### src/rtl/uart_pkg.sv
// ---------------------------------------------------------------------------
// uart_pkg
// Shared constants and types for the UART receive path.
//   UART_DATA_W     : width of one received character
//   UART_ENTRY_W    : width of one queued entry, {error flag, data}
//   UART_FIFO_DEPTH : default number of entries in the receive queue
//   uart_entry_t    : packed view of one queued entry
// ---------------------------------------------------------------------------
package uart_pkg;

  localparam int UART_DATA_W     = 8;
  localparam int UART_ENTRY_W    = UART_DATA_W + 1;
  localparam int UART_FIFO_DEPTH = 8;

  // The error flag sits in the top bit so the packed entry reads as
  // {perr, data}, matching the order the receiver hands them over.
  typedef struct packed {
    logic                   perr;
    logic [UART_DATA_W-1:0] data;
  } uart_entry_t;

endpackage

### src/rtl/uart_fifo_ram.sv
// ---------------------------------------------------------------------------
// uart_fifo_ram
// Entry storage for the receive queue: DEPTH words of UART_ENTRY_W bits,
// one synchronous write port and one asynchronous read port. Contents are
// deliberately left unreset.
//   clk     : write clock
//   we_i    : write enable
//   waddr_i : write address
//   wdata_i : write data
//   raddr_i : read address
//   rdata_o : read data, combinational from raddr_i
// ---------------------------------------------------------------------------
module uart_fifo_ram
  import uart_pkg::*;
#(
  parameter int DEPTH = UART_FIFO_DEPTH,
  parameter int AW    = $clog2(DEPTH)
) (
  input  logic                    clk,
  input  logic                    we_i,
  input  logic [AW-1:0]           waddr_i,
  input  logic [UART_ENTRY_W-1:0] wdata_i,
  input  logic [AW-1:0]           raddr_i,
  output logic [UART_ENTRY_W-1:0] rdata_o
);

  logic [UART_ENTRY_W-1:0] mem [DEPTH];

  // Plain write port with no reset: the control logic decides which words
  // are live, so stale contents are never observable as valid data.
  always_ff @(posedge clk) begin
    if (we_i) begin
      mem[waddr_i] <= wdata_i;
    end
  end

  // Asynchronous read gives the first-word fall-through behaviour the
  // consumer relies on.
  assign rdata_o = mem[raddr_i];

endmodule

### src/rtl/uart_rx_fifo.sv
// ---------------------------------------------------------------------------
// uart_rx_fifo
// Receive queue sitting between the UART receiver and its consumer. Stores
// each received byte together with its parity/framing error flag, presents
// the oldest entry combinationally, and records a sticky overrun when a byte
// arrives while the queue is full and nothing is being popped.
//   clk         : clock, all state on the rising edge
//   rst         : asynchronous active-high reset
//   rx_valid    : one-cycle strobe, new byte from the receiver
//   rx_data     : received byte
//   rx_perr     : error flag for that byte
//   rd_en       : consumer pop request
//   rd_data     : head byte (don't-care while empty)
//   rd_perr     : head error flag
//   empty       : no entries held
//   full        : DEPTH entries held
//   almost_full : count >= AF_LEVEL
//   count       : current occupancy
//   overrun     : sticky, a byte was dropped on a full queue
//   ovr_clr     : one-cycle strobe clearing overrun
// ---------------------------------------------------------------------------
module uart_rx_fifo
  import uart_pkg::*;
#(
  parameter int DEPTH    = UART_FIFO_DEPTH,
  parameter int AF_LEVEL = 6
) (
  input  logic                     clk,
  input  logic                     rst,
  input  logic                     rx_valid,
  input  logic [UART_DATA_W-1:0]   rx_data,
  input  logic                     rx_perr,
  input  logic                     rd_en,
  output logic [UART_DATA_W-1:0]   rd_data,
  output logic                     rd_perr,
  output logic                     empty,
  output logic                     full,
  output logic                     almost_full,
  output logic [$clog2(DEPTH):0]   count,
  output logic                     overrun,
  input  logic                     ovr_clr
);

  localparam int AW = $clog2(DEPTH);
  localparam int CW = AW + 1;
  localparam logic [CW-1:0] DEPTH_C = CW'(DEPTH);
  localparam logic [CW-1:0] AF_C    = CW'(AF_LEVEL);

  logic [AW-1:0] wrPtr_q, wrPtr_d;
  logic [AW-1:0] rdPtr_q, rdPtr_d;
  logic [CW-1:0] count_q, count_d;
  logic          overrun_q, overrun_d;
  logic          wrEn, popEn;
  uart_entry_t   wrEntry, rdEntry;

  // A pop needs something to pop. A write needs a free slot, but a slot
  // being freed by a pop in the same cycle counts as free, so a full queue
  // that is read and written together keeps flowing instead of dropping.
  // Pointers wrap naturally because DEPTH is a power of two.
  always_comb begin
    popEn     = rd_en && (count_q != '0);
    wrEn      = rx_valid && ((count_q != DEPTH_C) || popEn);
    wrPtr_d   = wrPtr_q;
    rdPtr_d   = rdPtr_q;
    count_d   = count_q;
    overrun_d = overrun_q;

    if (wrEn) begin
      wrPtr_d = wrPtr_q + AW'(1);
    end
    if (popEn) begin
      rdPtr_d = rdPtr_q + AW'(1);
    end

    case ({wrEn, popEn})
      2'b10:   count_d = count_q + CW'(1);
      2'b01:   count_d = count_q - CW'(1);
      default: count_d = count_q;
    endcase

    if (ovr_clr) begin
      overrun_d = 1'b0;
    end
    if (rx_valid && !wrEn) begin
      overrun_d = 1'b1;
    end
  end

  // Control state only; storage is not reset, so clearing the pointers and
  // count is what makes previously queued bytes unreachable.
  always_ff @(posedge clk or posedge rst) begin
    if (rst) begin
      wrPtr_q   <= '0;
      rdPtr_q   <= '0;
      count_q   <= '0;
      overrun_q <= 1'b0;
    end else begin
      wrPtr_q   <= wrPtr_d;
      rdPtr_q   <= rdPtr_d;
      count_q   <= count_d;
      overrun_q <= overrun_d;
    end
  end

  assign wrEntry = '{perr: rx_perr, data: rx_data};

  uart_fifo_ram #(
    .DEPTH (DEPTH),
    .AW    (AW)
  ) u_ram (
    .clk     (clk),
    .we_i    (wrEn),
    .waddr_i (wrPtr_q),
    .wdata_i (wrEntry),
    .raddr_i (rdPtr_q),
    .rdata_o (rdEntry)
  );

  // Status flags are pure decodes of the count register, so they change on
  // exactly the same edge as count.
  assign rd_data     = rdEntry.data;
  assign rd_perr     = rdEntry.perr;
  assign count       = count_q;
  assign empty       = (count_q == '0);
  assign full        = (count_q == DEPTH_C);
  assign almost_full = (count_q >= AF_C);
  assign overrun     = overrun_q;

endmodule

### config.mk
export PLATFORM = sky130hd
export DESIGN_NAME = uart_rx_fifo
export DESIGN_NICKNAME = d
export VERILOG_FILES = /design/src/rtl/uart_pkg.sv /design/src/rtl/uart_fifo_ram.sv /design/src/rtl/uart_rx_fifo.sv
export SDC_FILE = /design/constraint.sdc
export NUM_CORES = 1
export LEC_CHECK = 0
export CAP_MARGIN = 30
export CORE_MARGIN = 2
export CORE_UTILIZATION = 57
export CTS_CLUSTER_DIAMETER = 120
export DETAILED_ROUTE_END_ITERATION = 10
export GPL_TIMING_DRIVEN = 0
export PLACE_DENSITY = 0.82
export RECOVER_POWER = 25
export SLEW_MARGIN = 40
export SYNTH_ARGS = -nofsm -noshare
export SYNTH_HDL_FRONTEND = slang
export SYNTH_HIERARCHICAL = 1
export SYNTH_SLANG_ARGS = --single-unit
export TNS_END_PERCENT = 5
### constraint.sdc
create_clock -name clk -period 2.9 [get_ports clk]
set_input_delay 0.58 -clock clk [delete_from_list [all_inputs] [get_ports clk]]
set_output_delay 0.58 -clock clk [all_outputs]
set_load 0.01 [all_outputs]
* Word level (Yosys, flattened, before mapping) *
Memory sizes are Yosys's and may differ from the RTL's.
Index checks and enable logic that the tools add are counted.

operators by class
  add/subtract/negate cells = 4
  order comparisons = 1
  equal/unequal tests = 4
  mux-type cells = 5
  reductions and logical operators = 9

operators by type and width
  kind                                                               count
  case mux 4 bit (2 select lines)                                    1
  adder 3 x 1 -> 3 bit, second input constant                        2
  adder 4 x 1 -> 4 bit, second input constant                        1
  == test 4 bit, second input constant                               1
  greater-or-equal comparator 4 x 3 -> 1 bit, second input constant  1
  zero test 4 bit                                                    1
  two-way mux 1 bit                                                  4
  != test 4 bit, second input constant                               1
  nonzero test 2 bit                                                 2
  nonzero test 4 bit                                                 1
  subtractor 4 x 1 -> 4 bit, second input constant                   1
  logical AND 1 bit                                                  3
  == test 2 x 1 -> 1 bit, second input constant                      1
  == test 2 bit, second input constant                               1
  zero test 1 bit                                                    1
  logical OR 1 bit                                                   1

word-level totals
  bits in registers = 11
  RAM bits = 72
  memories kept = 1

memories
  name       depth  width  read ports  clocked after Yosys merged registers in  wr ports  RTL line             text
  u_ram.mem  8      9      1           0                                        1         uart_fifo_ram.sv:27  logic [UART_ENTRY_W-1:0] mem [DEPTH];

* Depth between registers and ports, before layout *
Gate-level depths: netlist of run 1.

  word-level depth = 7
  depth in mapped cells = 9
  gate-level depth less buffers = 9

* Hierarchy *
Netlist of run 1, hierarchy kept.

modules (own cells, without submodules)
  module         times used  cells each  area an instance (um^2)  sequential area each (um^2)
  uart_fifo_ram  1           117         2,839.0                  2,162.1
  uart_rx_fifo   1           59          659.4                    275.3

* Least setup slack after synthesis of run 1 *
OpenSTA, ideal clock, no wires.

  path kind = reg2reg
  start = reg count_q[2] (netlist: count[2])
  end = reg count_q[3] (netlist: count[3])
  setup time = 133 ps
  data arrival time = 2,247 ps
  slack = 520 ps
  cell stages (with the launch flop) = 10
  period minus slack after synthesis = 2,380 ps
  cell sequence = dfrtp_1 or3_4 nor2_1 or2_2 inv_1 ha_1 a21o_1 a21oi_1 mux2i_1 o211ai_1

on the way
  cells in the longest elaborated chain, start to end = 6
  elaborated cells on any way between the ends = 11
  classes of those cells = add/sub (2); eq/ne (3); mux (1); reduce/logical (5)

ends and longest elaborated chain
  element                                                                RTL line             text
  from (decl)                                                            uart_rx_fifo.sv:51   logic [CW-1:0] count_q, count_d;
  from (signal assigned)                                                 uart_rx_fifo.sv:100  count_q <= count_d;
  nonzero test 4 bit                                                     uart_rx_fifo.sv:61   popEn = rd_en && (count_q != '0);
  logical AND 1 bit                                                      uart_rx_fifo.sv:61
  logical OR 1 bit                                                       uart_rx_fifo.sv:62   wrEn = rx_valid && ((count_q != DEPTH_C) || popEn);
  logical AND 1 bit                                                      uart_rx_fifo.sv:62
  == test 2 x 1 -> 1 bit or == test 2 bit (tied branches)                uart_rx_fifo.sv:75   case ({wrEn, popEn})
  case mux 4 bit (2 select lines) or nonzero test 2 bit (tied branches)  n/a

Several ways; a longest one is shown, not always the timed one.
A chain may end at the register's enable or synchronous reset.

* Worst setup path in the final report of run 1 *
  start = reg rdPtr_q[0]
  end = out rd_data[3]

on the way
  cells in the longest elaborated chain, start to end = 1

ends and longest elaborated chain
  element                 RTL line            text
  from (decl)             uart_rx_fifo.sv:50  logic [AW-1:0] rdPtr_q, rdPtr_d;
  from (signal assigned)  uart_rx_fifo.sv:99  rdPtr_q <= rdPtr_d;
  memory (8 x 9 bit)      n/a
  to (decl)               uart_rx_fifo.sv:34  output logic [UART_DATA_W-1:0] rd_data,

Every way passes these cells.

==> summary.txt, run 1 <==
Outcome
  – Status: finished clean

Setup path
  – CP Capture Type: primary output
  – Setup slack, reg-to-reg: 420 ps
  – Critical path class: register to primary output
  – Critical Path AT: 2150 ps
  – Master of the slowest instance on the critical path: mux4_1
  – CP Launch Type: register
  – Critical path buffers and inverters: 3
  – Critical-path cell list: buf_6, buf_12, mux4_1, mux2_2, dlygate4sd2_1
  – Top delay family on crit path: multiplexers
  – Crit-path max cell delay: 570 ps
  – Largest fanout on the critical path: 10
  – Critical Path RT: 2320 ps

Cells and area
  – Area taken by flip-flops and latches: 0.00244 sq mm
  – Multi-input gate area: roughly 0.001 sq mm
  – Cell area after layout: approximately 0.0042 sq mm
  – Fill cells: 345
  – Net total in the final layout: 241
  – Signed area change from the synthesized netlist to the final layout: 19.2%
  – Commonest non-fill, non-tap cell in the layout: edfxtp_1
  – Most frequent cells in the layout: edfxtp_1 (72), mux4_1 (18), clkdlybuf4s50_1 (15)
  – Final antenna diode count: 0
  – Share of final-layout standard cells stronger than drive strength 1: 0.220

Drt
  – DR DRC count: 0
  – Wire length after detailed routing: 6.22 mm
  – Router iterations before antenna repair: 4
  – Post-detailed-route via-to-cell ratio: between 5 and 6
  – First-iteration detailed-routing DRC count: 97
  – Routed len/inst: slightly above 20 um
  – Post-DRT Antenna Nets: 0
  – DR vias: 1737

STA
  – Share of the cycle needed by the critical path after routing: 0.940
  – Setup tns final: 0 ps
  – Setup violations, final: 0
  – Post-route clock skew: 6.95 ps
  – Final hold violation count: 0
  – Worst slew slack as a fraction of its limit: 0.574
  – Transition time at the pin with the least slew margin: 639 ps
  – Max-slew violation count: 0
  – Highest Clock Rate: roughly 370 MHz
  – Final critical-path required period: between 2000 and 3000 ps
  – Setup repair after global routing missed its margin: no

Clock tree
  – Clock tree from TritonCTS: built
  – Clock sink count: between 80 and 90
  – TritonCTS buffer count: 9
  – Source-to-sink clock delay at the later pin of the worst-skew pair: 340 ps
  – Root buffer cell: clkbuf_8
  – H-tree depth: 3
  – Clock-pin slew on the worst setup and hold paths: 80 ps
  – Quantity of hold-fixing buffers added after cts: 0
  – Maximum buffer depth of the clock tree: 2

Synth
  – Number of instances in the synthesized netlist: roughly 180
  – Dominant register cell in the synthesized netlist: edfxtp_1
  – Average cell area after synthesis: 19.9 sq um
  – Ranking of synthesized cells by area: edfxtp_1 (62%), mux4_1 (14%), dfrtp_1 (7.9%)
  – Proportion of synthesized chip area in sequential cells: 0.697
  – Post-synth net total: 195
  – Total standard cell area after synthesis: 0.00350 sq mm
  – Number of enable flip-flop cells after synthesis: 72
  – Cell type with the highest aggregate area in the netlist: edfxtp_1
  – Top cell type's share of synthesized area: 0.618
  – Syn. warnings: 6
  – Register bit count reported by yosys: 83
  – Fraction of registers with async set or reset after synthesis: 0.133
  – Library cells used by synthesis: 32

Die
  – Number of top-level pins: 31
  – Cell Rows: 28
  – Chip Width: 82.3 um
  – Die area: 0.00678 sq mm
  – Vert. Die Dim: 82.3 um
  – Core Region: 0.00592 sq mm
  – Initial standard-cell utilization of the core: 0.591

Global route
  – Total gr overflow: 0
  – Largest net degree at the start of global routing: 14
  – Antenna violations before repair: 0
  – Number of global-route vias before repair: 1795
  – Global-route wire length before repair: 9.43 mm
  – GRT Util Overall: 0.208

Placed design
  – Half-perimeter wire length after detailed placement: 4.10 mm
  – Instance area at placement: 0.00393 sq mm
  – Quantity of I/O buffers inserted on ports: 30
  – Routability Congestion: between 0.8 and 0.9

Job
  – Max-cap violations: 0

Min path
  – Path class of the lowest-slack min-delay path: register to register

Pwr
  – Leakage: 1.57 nW
  – Pwr per Cell Area: 955 mW/mm^2
  – Worst IR Drop VDD: 0.641 mV
## power by group
part,switching [mW],leakage [nW],total (mW),internal [mW]
sequential,0.159,0.784,1.69,1.53
clock,0.383,0.0935,0.774,0.391
combinational,0.667,0.695,1.52,0.850
## what timing repair did
item	4_1_cts	5_1_grt
endpoints found under the setup margin	9	8
setup buffers	3	0
resized for setup	3	8
## cell type report
cell class	count	area share
Multi-Input combinational cell	80	0.243
Clock inverter	6	0.0135
Clock buffer	10	0.0306
Inverter	8	0.00720
Timing Repair Buffer	36	0.0885
Sequential cell	83	0.585
Tap cell	75	0.0225
Buffer	4	0.0102
## routing by layer
layer | track usage | wire length (um)
met5 | 0 | 0
met4 | 0.0783 | 75
met3 | 0.0598 | 425
met2 | 0.338 | 3170
met1 | 0.267 | 2550
## metrics by stage
step           setup WS [ps]  hold WS, ps   util  total power [mW]  std cells
6_report                 173          487  0.704              3.98        302
5_1_grt                  118          514  0.704              4.19        302
4_1_cts                 5.24          488  0.701              4.03        302
3_5_place_dp           -62.6          477  0.664              3.22        284
3_3_place_gp            -203          462  0.657              3.10        281
2_1_floorplan            520          432      -              2.60        176
## synthesized netlist by cell type, types with 2 or more instances
cell type   n
edfxtp_1   72
xnor2_1     4
mux2_4      2
mux4_1     18
nor2_1     11
nand2_1     5
inv_1       8
xor2_1      3
mux2_2     10
nand2b_1    5
dfrtp_1    11
nor3_1      2
mux2i_1     3
ha_1        4
## flip-flops by register name, indices dropped and copies added, names as in the netlist
signal     cells
overrun        1
count          4
rdPtr_q        3
u_ram/mem     72
wrPtr_q        3
## cells by family (layout without fill, tap and decap cells)
logic type	count (synthesis)	count (layout)	synth area share
AND/OR/NAND/NOR	28	28	0.0426
flip-flops	83	83	0.697
XOR/XNOR	7	7	0.0175
buffers and inverters	13	64	0.0211
multiplexers	33	33	0.185
AO/OA/AOI/OAI	7	7	0.0175
adder cells (fa/ha/maj)	5	5	0.0200
## final timing paths
check,cells after the start,startpoint,endpoint
worst min-delay path,1,wrPtr_q[2],wrPtr_q[2]
max in group asynchronous,2,rst,rdPtr_q[2]
worst max register to register,9,count[2],count[3]
min in group asynchronous,2,rst,count[3]
worst max-delay path,5,rdPtr_q[0],rd_data[3]
worst min register to register,1,wrPtr_q[2],wrPtr_q[2]
No activity file was read; power rests on OpenSTA's default activity.
==> run 2, diff against run 1 <==
--- a/config.mk
+++ b/config.mk
@@ -16,6 +16,5 @@
 export SLEW_MARGIN = 40
 export SYNTH_ARGS = -nofsm -noshare
 export SYNTH_HDL_FRONTEND = slang
-export SYNTH_HIERARCHICAL = 1
 export SYNTH_SLANG_ARGS = --single-unit
 export TNS_END_PERCENT = 5
==> run 2 against run 1 <==
Combinational power grew 3%. Power shrank 1.6%. Sequential power shrank 4%. Hold slack gained 50 ps. Via count shrank 0.69%. Cell count grew 1.3%. Design area shrank 0.96%. Clock skew shrank 1.4 ps. Register-to-register slack lost 290 ps. Global-route usage shrank 1.3 points. Critical path depth grew 4. Setup slack lost 46 ps. Largest cell class unchanged.
==> summary.txt, run 2 <==
Die
  – Vert. Die Dim: around 80 um
  – Core Region: around 0.0059 sq mm
  – Die area: 0.00671 sq mm
  – Cell Rows: 28
  – Initial standard-cell utilization of the core: 0.588
  – Chip Width: 81.9 um
  – Number of top-level pins: 31

Synth
  – Most numerous cell types in the synthesized netlist: edfxtp_1 (72), mux4_2 (18), dfrtp_1 (11), mux2_2 (11), nand2_1 (9)
  – Ranking of synthesized cells by area: edfxtp_1 (62%), mux4_2 (12%), dfrtp_1 (8.0%)
  – Number of instances in the synthesized netlist: 181
  – Top-count cell post-synth: edfxtp_1
  – Top cell type's share of synthesized area: 0.625
  – Library cells used by synthesis: 36
  – Post-synth net total: 200
  – Syn. warnings: 0
  – Dominant register cell in the synthesized netlist: edfxtp_1
  – Fraction of registers with async set or reset after synthesis: 0.133
  – Proportion of synthesized chip area in sequential cells: 0.704
  – Number of enable flip-flop cells after synthesis: 72
  – Average cell area after synthesis: 19.1 sq um
  – Register bit count reported by yosys: 83
  – Total standard cell area after synthesis: 0.00346 sq mm
  – Cell type with the highest aggregate area in the netlist: edfxtp_1

Cells and area
  – Largest Register: u_ram.mem
  – Largest register FFs: 72
  – Most frequent cells in the layout: edfxtp_1 (72), mux4_2 (18), clkdlybuf4s50_1 (13)
  – Share of final-layout standard cells stronger than drive strength 1: 0.316
  – Fill cells: 373
  – Commonest non-fill, non-tap cell in the layout: edfxtp_1
  – Final antenna diode count: 0
  – Net total in the final layout: 245
  – Signed area change from the synthesized netlist to the final layout: 19.3%

Setup path
  – CP Launch Type: register
  – Critical path class: register to register
  – Largest fanout on the critical path: 6
  – Critical Path AT: approximately 3000 ps
  – Critical-path cell list: or3_4, o21ai_2, or2_2, inv_1, ha_1, a21o_1, a21oi_2, mux2_2, a211o_1
  – Crit-path max cell delay: 460 ps
  – Master of the slowest instance on the critical path: or3_4
  – Critical Path RT: 3130 ps
  – CP Capture Type: register

Drt
  – DR vias: approximately 1.7k
  – Routed len/inst: ~19 um
  – Wire length after detailed routing: around 6 mm
  – Post-detailed-route via-to-cell ratio: ~5.6
  – First-iteration detailed-routing DRC count: about 130
  – Post-DRT Antenna Nets: 0
  – DR DRC count: 0
  – Router iterations before antenna repair: 4

Outcome
  – Status: finished clean

Placed design
  – Half-perimeter wire length after detailed placement: 3.85 mm
  – Quantity of I/O buffers inserted on ports: 29
  – Routability Congestion: 0.676

Global route
  – Antenna violations before repair: 0
  – Largest net degree at the start of global routing: 14
  – Number of global-route vias before repair: 1762
  – Met1 Use GR: 0.263
  – Global-route wire length before repair: between 8 and 9 mm
  – Fraction of met3 tracks used by global routing: 0.0407
  – Met2 track utilization from global routing: 0.311
  – Total gr overflow: 0
  – GRT Util Overall: 0.194
  – Gr busiest metal: met2

STA
  – Max-slew violation count: 0
  – Share of the cycle needed by the critical path after routing: 0.956
  – Worst Hold Slack: around 540 ps
  – Worst slew slack as a fraction of its limit: 0.532
  – Post-route clock skew: 5.56 ps
  – Final hold violation count: 0
  – Setup repair after global routing missed its margin: no
  – Final critical-path required period: between 2000 and 3000 ps
  – Setup violations, final: 0
  – Highest Clock Rate: 361 MHz
  – Transition time at the pin with the least slew margin: ~700 ps
  – Setup tns final: 0 ps

Pwr
  – Pwr per Cell Area: 949 mW/mm^2
  – Worst IR Drop VDD: 0.618 mV
  – Leakage: 1.51 nW

Job
  – Max-cap violations: 0

Clock tree
  – H-tree depth: 3
  – Quantity of hold-fixing buffers added after cts: 0
  – Clock sink count: 83
  – Clock-pin slew on the worst setup and hold paths: 80 ps
  – TritonCTS buffer count: 9
  – Root buffer cell: clkbuf_8
  – Maximum buffer depth of the clock tree: 2
  – Clock tree from TritonCTS: built
  – Source-to-sink clock delay at the later pin of the worst-skew pair: 340 ps

Min path
  – Path class of the lowest-slack min-delay path: register to register
==> run 2: repair_timing <==
item,4_1_cts,5_1_grt
gates cloned,0,0
setup buffers,3,0
setup endpoints to repair,9,10
gates resized for setup,5,11
==> run 2: power by group <==
part / internal (mW) / switching (mW) / total [mW]
Sequential: 1.51 / 0.120 / 1.63
Clock: 0.358 / 0.374 / 0.731
Combinational: 0.880 / 0.682 / 1.56
Total: 2.74 / 1.18 / 3.92
==> run 2: metal layers <==
metal  part of all wire  wire [um]  vias to the layer above
li1                   -          -                      790
met1               0.45       2630                      882
met2               0.50       2920                       42
met3              0.035        208                       11
met4              0.017        102                        0
met5                  0          0                        -
==> run 2: final cells by class <==
type / instances / area [sq um] / share of cell area
multi-input cells: 84 / 973 / 0.236
well taps: 75 / 93.8 / 0.0227
plain buffers: 7 / 71.3 / 0.0173
flip-flops and latches: 83 / 2440 / 0.590
clock buffers: 14 / 163 / 0.0394
repair buffers: 34 / 353 / 0.0854
inverters: 7 / 26.3 / 0.00636
clock inverters: 2 / 12.5 / 0.00303
==> run 2: cell families after synthesis <==
family / synth area share
XOR/XNOR: 0.0152
adder cells (fa/ha/maj): 0.0202
multiplexers: 0.160
AND/OR/NAND/NOR: 0.0477
AO/OA/AOI/OAI: 0.0296
flip-flops: 0.704
buffers and inverters: 0.0228
==> run 2: metrics by stage <==
| step | cells | total power [mW] | util | setup slack, ps | area, sq um |
|---|---|---|---|---|---|
| detailed placement | 287 | 3.19 | 0.660 | -358 | 3880 |
| finish | 306 | 3.92 | 0.702 | 127 | 4130 |
| global route | 306 | 4.12 | 0.702 | 25.5 | 4130 |
| floorplan | 181 | 2.61 | - | 266 | 3460 |
| CTS | 306 | 3.98 | 0.697 | 1.58 | 4100 |
| global placement | 285 | 3.12 | 0.653 | -349 | 3840 |
==> run 2: path summary, 6_finish.rpt <==
| check | endpoint | slack [ps] | cells past startpoint | start |
|---|---|---|---|---|
| worst max-delay path | count[3] | 130 | 9 | count[0] |
| min in group asynchronous | rdPtr_q[2] | 670 | 2 | rst |
| worst max register to register | count[3] | 130 | 9 | count[0] |
| max in group asynchronous | wrPtr_q[0] | 1920 | 2 | rst |
| worst min-delay path | overrun | 540 | 2 | overrun |
| worst min register to register | overrun | 540 | 2 | overrun |
==> run 2: critical path, delay by kind of cell (launching register included) <==
kind	cells	cell delay (ps)
flip-flops	1	450
AO/OA/AOI/OAI	4	880
adder cells (fa/ha/maj)	1	270
multiplexers	1	350
buffers and inverters	1	60
AND/OR/NAND/NOR	2	630
